<file path="config.mk">
export PLATFORM = sky130hd
export DESIGN_NAME = ctrl_seg
export DESIGN_NICKNAME = d
export VERILOG_FILES = /design/src/rtl/ctrl_seg.sv
export SDC_FILE = /design/constraint.sdc
export NUM_CORES = 1
export LEC_CHECK = 0
export CAP_MARGIN = 20
export CORE_ASPECT_RATIO = 0.7
export CORE_MARGIN = 4
export CORE_UTILIZATION = 67
export CTS_CLUSTER_DIAMETER = 200
export DETAILED_ROUTE_END_ITERATION = 8
export DONT_BUFFER_PORTS = 1
export HOLD_SLACK_MARGIN = 0.02
export PLACE_DENSITY_LB_ADDON = 0.1
export SYNTH_ARGS = -nofsm -noshare
export SYNTH_HDL_FRONTEND = slang
export SYNTH_SLANG_ARGS = --single-unit
</file>
<file path="constraint.sdc">
create_clock -name clk -period 4.85 [get_ports clk]
set_input_delay 0.97 -clock clk [delete_from_list [all_inputs] [get_ports clk]]
set_output_delay 0.97 -clock clk [all_outputs]
set_load 0.02 [all_outputs]
</file>
<file path="src/rtl/ctrl_seg.sv">
// ctrl_seg: arming controller for a six-zone alarm.
// Sequences the disarmed / exit-delay / armed / entry-delay / alarm /
// maintenance states, checks the keypad code, and drives siren, lights
// and the armed indicator. The outputs are decoded from registered state.
module ctrl_seg #(
    parameter int         EXIT_CYC  = 16,
    parameter int         ENTRY_CYC = 8,
    parameter int         SIREN_CYC = 32,
    parameter logic [3:0] CODE      = 4'hA
) (
    input  logic       clk,
    input  logic       rst_n,
    input  logic       M,
    input  logic [5:0] S,
    input  logic       arm,
    input  logic [3:0] code,
    input  logic       code_vld,
    output logic       siren,
    output logic       light,
    output logic       armed,
    output logic       arm_err,
    output logic [2:0] state,
    output logic [5:0] zones
);

    typedef enum logic [2:0] {
        DESARMADO = 3'd0,
        SALIDA    = 3'd1,
        ARMADO    = 3'd2,
        ENTRADA   = 3'd3,
        ALARMA    = 3'd4,
        MANT      = 3'd5
    } st_t;

    // Timers count down to zero, so they are loaded with length-1.
    localparam logic [7:0] EXIT_LD  = 8'(EXIT_CYC - 1);
    localparam logic [7:0] ENTRY_LD = 8'(ENTRY_CYC - 1);
    localparam logic [7:0] SIREN_LD = 8'(SIREN_CYC);

    st_t        st;
    logic [7:0] timer;
    logic [7:0] siren_cnt;
    logic [1:0] fails;

    logic       code_ok;
    logic       code_bad;
    logic       fail_lim;
    logic [1:0] fails_inc;
    logic [5:0] open_z;
    logic       inner_trip;

    assign code_ok    = code_vld && (code == CODE);
    assign code_bad   = code_vld && (code != CODE);
    // The wrong code that takes the counter to 3 is the one that alarms.
    assign fail_lim   = code_bad && (fails == 2'd2);
    assign fails_inc  = (code_bad && fails != 2'd3) ? fails + 2'd1 : fails;
    assign open_z     = ~S;
    assign inner_trip = |open_z[5:1];

    // Main sequencer: a valid code beats the fail limit, which beats
    // sensor trips and timer expiry.
    always_ff @(posedge clk or negedge rst_n) begin
        if (!rst_n) begin
            st        <= DESARMADO;
            timer     <= '0;
            siren_cnt <= '0;
            fails     <= '0;
            zones     <= '0;
            arm_err   <= 1'b0;
        end else begin
            arm_err <= 1'b0;
            case (st)
                DESARMADO: begin
                    if (M) begin
                        st <= MANT;
                    end else if (arm) begin
                        if (S == 6'h3F) begin
                            st    <= SALIDA;
                            timer <= EXIT_LD;
                            zones <= '0;
                        end else begin
                            arm_err <= 1'b1;
                        end
                    end
                end
                MANT: begin
                    if (!M) st <= DESARMADO;
                end
                SALIDA: begin
                    if (code_ok) begin
                        st    <= DESARMADO;
                        fails <= '0;
                    end else if (fail_lim) begin
                        st        <= ALARMA;
                        siren_cnt <= SIREN_LD;
                        fails     <= 2'd3;
                    end else begin
                        fails <= fails_inc;
                        if (timer == 8'd0) st <= ARMADO;
                        else               timer <= timer - 8'd1;
                    end
                end
                ARMADO: begin
                    if (code_ok) begin
                        st    <= DESARMADO;
                        fails <= '0;
                    end else if (fail_lim) begin
                        st        <= ALARMA;
                        siren_cnt <= SIREN_LD;
                        fails     <= 2'd3;
                    end else begin
                        fails <= fails_inc;
                        if (inner_trip) begin
                            st        <= ALARMA;
                            siren_cnt <= SIREN_LD;
                            zones     <= zones | open_z;
                        end else if (open_z[0]) begin
                            st    <= ENTRADA;
                            timer <= ENTRY_LD;
                            zones <= zones | open_z;
                        end
                    end
                end
                ENTRADA: begin
                    zones <= zones | open_z;
                    if (code_ok) begin
                        st    <= DESARMADO;
                        fails <= '0;
                    end else if (fail_lim) begin
                        st        <= ALARMA;
                        siren_cnt <= SIREN_LD;
                        fails     <= 2'd3;
                    end else begin
                        fails <= fails_inc;
                        if (inner_trip || timer == 8'd0) begin
                            st        <= ALARMA;
                            siren_cnt <= SIREN_LD;
                        end else begin
                            timer <= timer - 8'd1;
                        end
                    end
                end
                ALARMA: begin
                    zones <= zones | open_z;
                    if (code_ok) begin
                        st    <= DESARMADO;
                        fails <= '0;
                    end else begin
                        fails <= fails_inc;
                        if (siren_cnt != 8'd0) siren_cnt <= siren_cnt - 8'd1;
                    end
                end
                default: st <= DESARMADO;
            endcase
        end
    end

    // Moore decode; reset clears the registers, so outputs drop at once.
    always_comb begin
        state = st;
        armed = (st == ARMADO) || (st == ENTRADA) || (st == ALARMA);
        light = (st == ENTRADA) || (st == ALARMA);
        siren = (st == ALARMA) && (siren_cnt != 8'd0);
    end

endmodule

</file>
==> results.toml <==
[clock_tree]
clk_pin_slew_ns = 0.10
cts_root_buf = "clkbuf_8"
insertion_delay_ns = 0.28
hold_buffers = 0
ctsHtreeMaxLevel = 1
ctsResizeCount = 0
cts_tree = "done"
cts.sinks = 28
cts_made_buffers = 3
clock_path_buffers = 2
post_cts_buffers = 0

[final_layout]
area_growth_pct = 4.806
nets = 229
diodes = 0
final_util_pct = 74.34
regArea_um2 = 700.7
fill_cells = 192
instances_no_fill = 241
multi_input_area_um2 = 988.4
drive_gt1_share_pct = 5.314

[power_and_ir_drop]
p_total_w = 0.001187
p_int_w = 0.0006250
leakage_nw = 0.7656
p_sw_share_pct = 47.36
p_clk_share_pct = 15.9
p_sw_w = 0.0005624
p_seq_share_pct = 37.0
powerDensity_nw_per_um2 = 639.9
comb_power_share_pct = 47.1
ir_worst_vdd_v = 0.0003960

[drt]
ant_nets = 0
drt-total-wl_um = 4272
first_iter_violations = 160
vias_per_cell = 6.705
wl_per_cell_um = 17.73
route.detailed.drc = 0
dr_total_vias = 1616
drt_first_pass_iters = 4

[floorplan]
fp-row-count = 15
die_area_um2 = 3542
ioPinCount = 28
core_area_um2 = 2496
start_util_pct = 70.93
fp.dieH_um = 51.01
chipWidth_um = 69.44

[timing]
finalHoldViolations = 0
tns_ns = 0
period_needed_ns = 3.020
max_freq_ghz = 0.3311
tightest_slew_ns = 0.6602
rsz0062_at_grt = "no"
setup_viol_count_final = 0
drv_slew = 0
worst_slack_ns = 1.830
relSlewSlack_pct = 55.78
period_share_pct = 62.27
skew_ns = 0.003682

[placed_design]
numPortBuffers = 0
gp_congestion = 0.8542
dp_cells = 237
hpwl_um = 3233
dp_slack_ns = 2.174

[run_status]
status = "finished, final reports clean"

[synth]
synth_top_cell_by_area = "dfrtp_1"
synth_cell_type_count = 51
yosys_warnings = 0
synth_area_per_cell_um2 = 8.471
syn_area_um2 = 1770
synth_top_area_share_pct = 39.58
synth-seq-cells = 28
yosys-top-cells-area = "dfrtp_1 40%, nand2_1 5.1%, ha_1 4.2%"
syn-num-nets = 230
synth_cells = 209
ys_seq_area_share_pct = 39.58

[grt]
grt_usage_pct = 26.02
grt_pass1_wl_um = 7300
gr-total-overflow = 0
grt_max_degree = 29
antenna_found_initial = 0
grt_pass1_vias = 1558

[run]
cap_violations = 0

[worst_setup_path]
worst_setup_path_end_kind = "output pin"
max_stage_delay_ns = 0.76
r2r_cells = 5
arrival_ns = 2.05
path_cells = "or3b_1 -> a41oi_2"
crit_fanout = 16
crit_path_start_kind = "flop"
crit_type = "flop to output pin"
required_ns = 3.88
cp_slowest_cell = "dfrtp_1"

[min_path]
min_path_type = "input port to async pin"
-- synthesized netlist by cell type, drive strengths merged --
master,count
o2111ai,2
nor4bb,1
o41ai,1
mux2,2
nand3b,1
o31a,1
a21o,1
a22oi,2
a211oi,1
clkbuf,3
xnor2,1
o311ai,2
nand3,5
o31ai,6
and4,1
nor4b,1
o21bai,2
nor2b,2
nand2b,4
o211ai,2
and2,3
nor4,3
a31oi,9
or2,2
or3b,2
a41oi,2
ha,6
a31o,1
o21ai,20
nand4,4
o21a,2
a2bb2oi,1
nor3,9
nor3b,2
a22o,1
o22a,1
dfrtp,28
buf,4
inv,12
a21oi,11
nand2,24
a221o,1
nor2,19
or4,1
-- power groups by stage --
| stage | logic, W | registers, W | clock network [W] |
|---|---|---|---|
| 2_1_floorplan | 0.000476 | 0.000397 | 0 |
| 3_3_place_gp | 0.000518 | 0.000434 | 0 |
| 3_5_place_dp | 0.000549 | 0.000440 | 0 |
| 4_1_cts | 0.000551 | 0.000436 | 0.000190 |
| 5_1_grt | 0.000622 | 0.000453 | 0.000204 |
| 6_report | 0.000559 | 0.000439 | 0.000189 |
-- layout make-up --
class,count,share of cell area (%)
multi-input combinational,162,53.27
inverter,12,2.428
clock inverter,1,1.618
sequential,28,37.76
tap,34,2.293
clock buffer,3,2.225
timing repair buffer,1,0.4046
-- state kept, by name (all words and copies together) (netlist names) --
name       count
fails          2
arm_err        1
state          3
siren_cnt      8
zones          6
timer          8
-- cell families after synthesis --
group                      after synthesis  share of synthesized area (%)
and+or+nand+nor                         84                          23.67
AOI/OAI and AO/OA                       69                          26.15
DFF                                     28                          39.58
buffers and inverters                   19                          4.593
adders and majority gates                6                          4.240
muxes                                    2                          1.272
xor gates and xnor gates                 1                         0.4948
-- per-layer routing --
metal / global-route usage [%] / vias to the layer above / wire length, um
met5: 0 / - / 0
met4: 8.117 / 0 / 48
met3: 9.430 / 9 / 518
met2: 39.24 / 98 / 1861
met1: 35.09 / 742 / 1844
li1: - / 767 / -
-- path summary, 6_finish.rpt --
kind	to	startpoint	slack (ns)
worst max register to register	siren_cnt[5]	state[2]	2.26
worst min register to register	siren_cnt[7]	siren_cnt[7]	0.49
min in group clk	siren_cnt[7]	siren_cnt[7]	0.49
max in group asynchronous	siren_cnt[2]	rst_n	4.41
worst max-delay path	siren	state[2]	1.83
worst min-delay path	timer[4]	rst_n	0.36
-- stage by stage --
step                      hold slack [ns]  instance area [um^2]
final                              0.3650                  1856
after global routing               0.3426                  1856
after CTS                          0.3598                  1856
after detailed placement           0.4763                  1784
after global placement             0.4707                  1784
after floorplan                    0.4503                  1770
-- worst max-delay path, delay by kind of cell, from the launching register on --
family,cells,cell delay (ns)
DFF,1,0.76
and+or+nand+nor,1,0.59
AOI/OAI and AO/OA,1,0.41
-- layout by cell type, fill, tap and decap left out, drive strengths merged, types with 2 or more instances in the layout --
cell	netlist	layout
dfrtp	28	28
nand2	24	24
o21ai	20	20
nor2	19	19
inv	12	12
a21oi	11	11
nor3	9	9
a31oi	9	9
o31ai	6	6
ha	6	6
nand3	5	5
nand4	4	4
nand2b	4	4
nor4	3	3
clkbuf	3	3
and2	3	3
or3b	2	2
nor2b	2	2
or2	2	2
nor3b	2	2
o21a	2	2
o21bai	2	2
a22oi	2	2
o2111ai	2	2
mux2	2	2
a41oi	2	2
o311ai	2	2
o211ai	2	2
No activity file was read; power rests on OpenSTA's default activity.
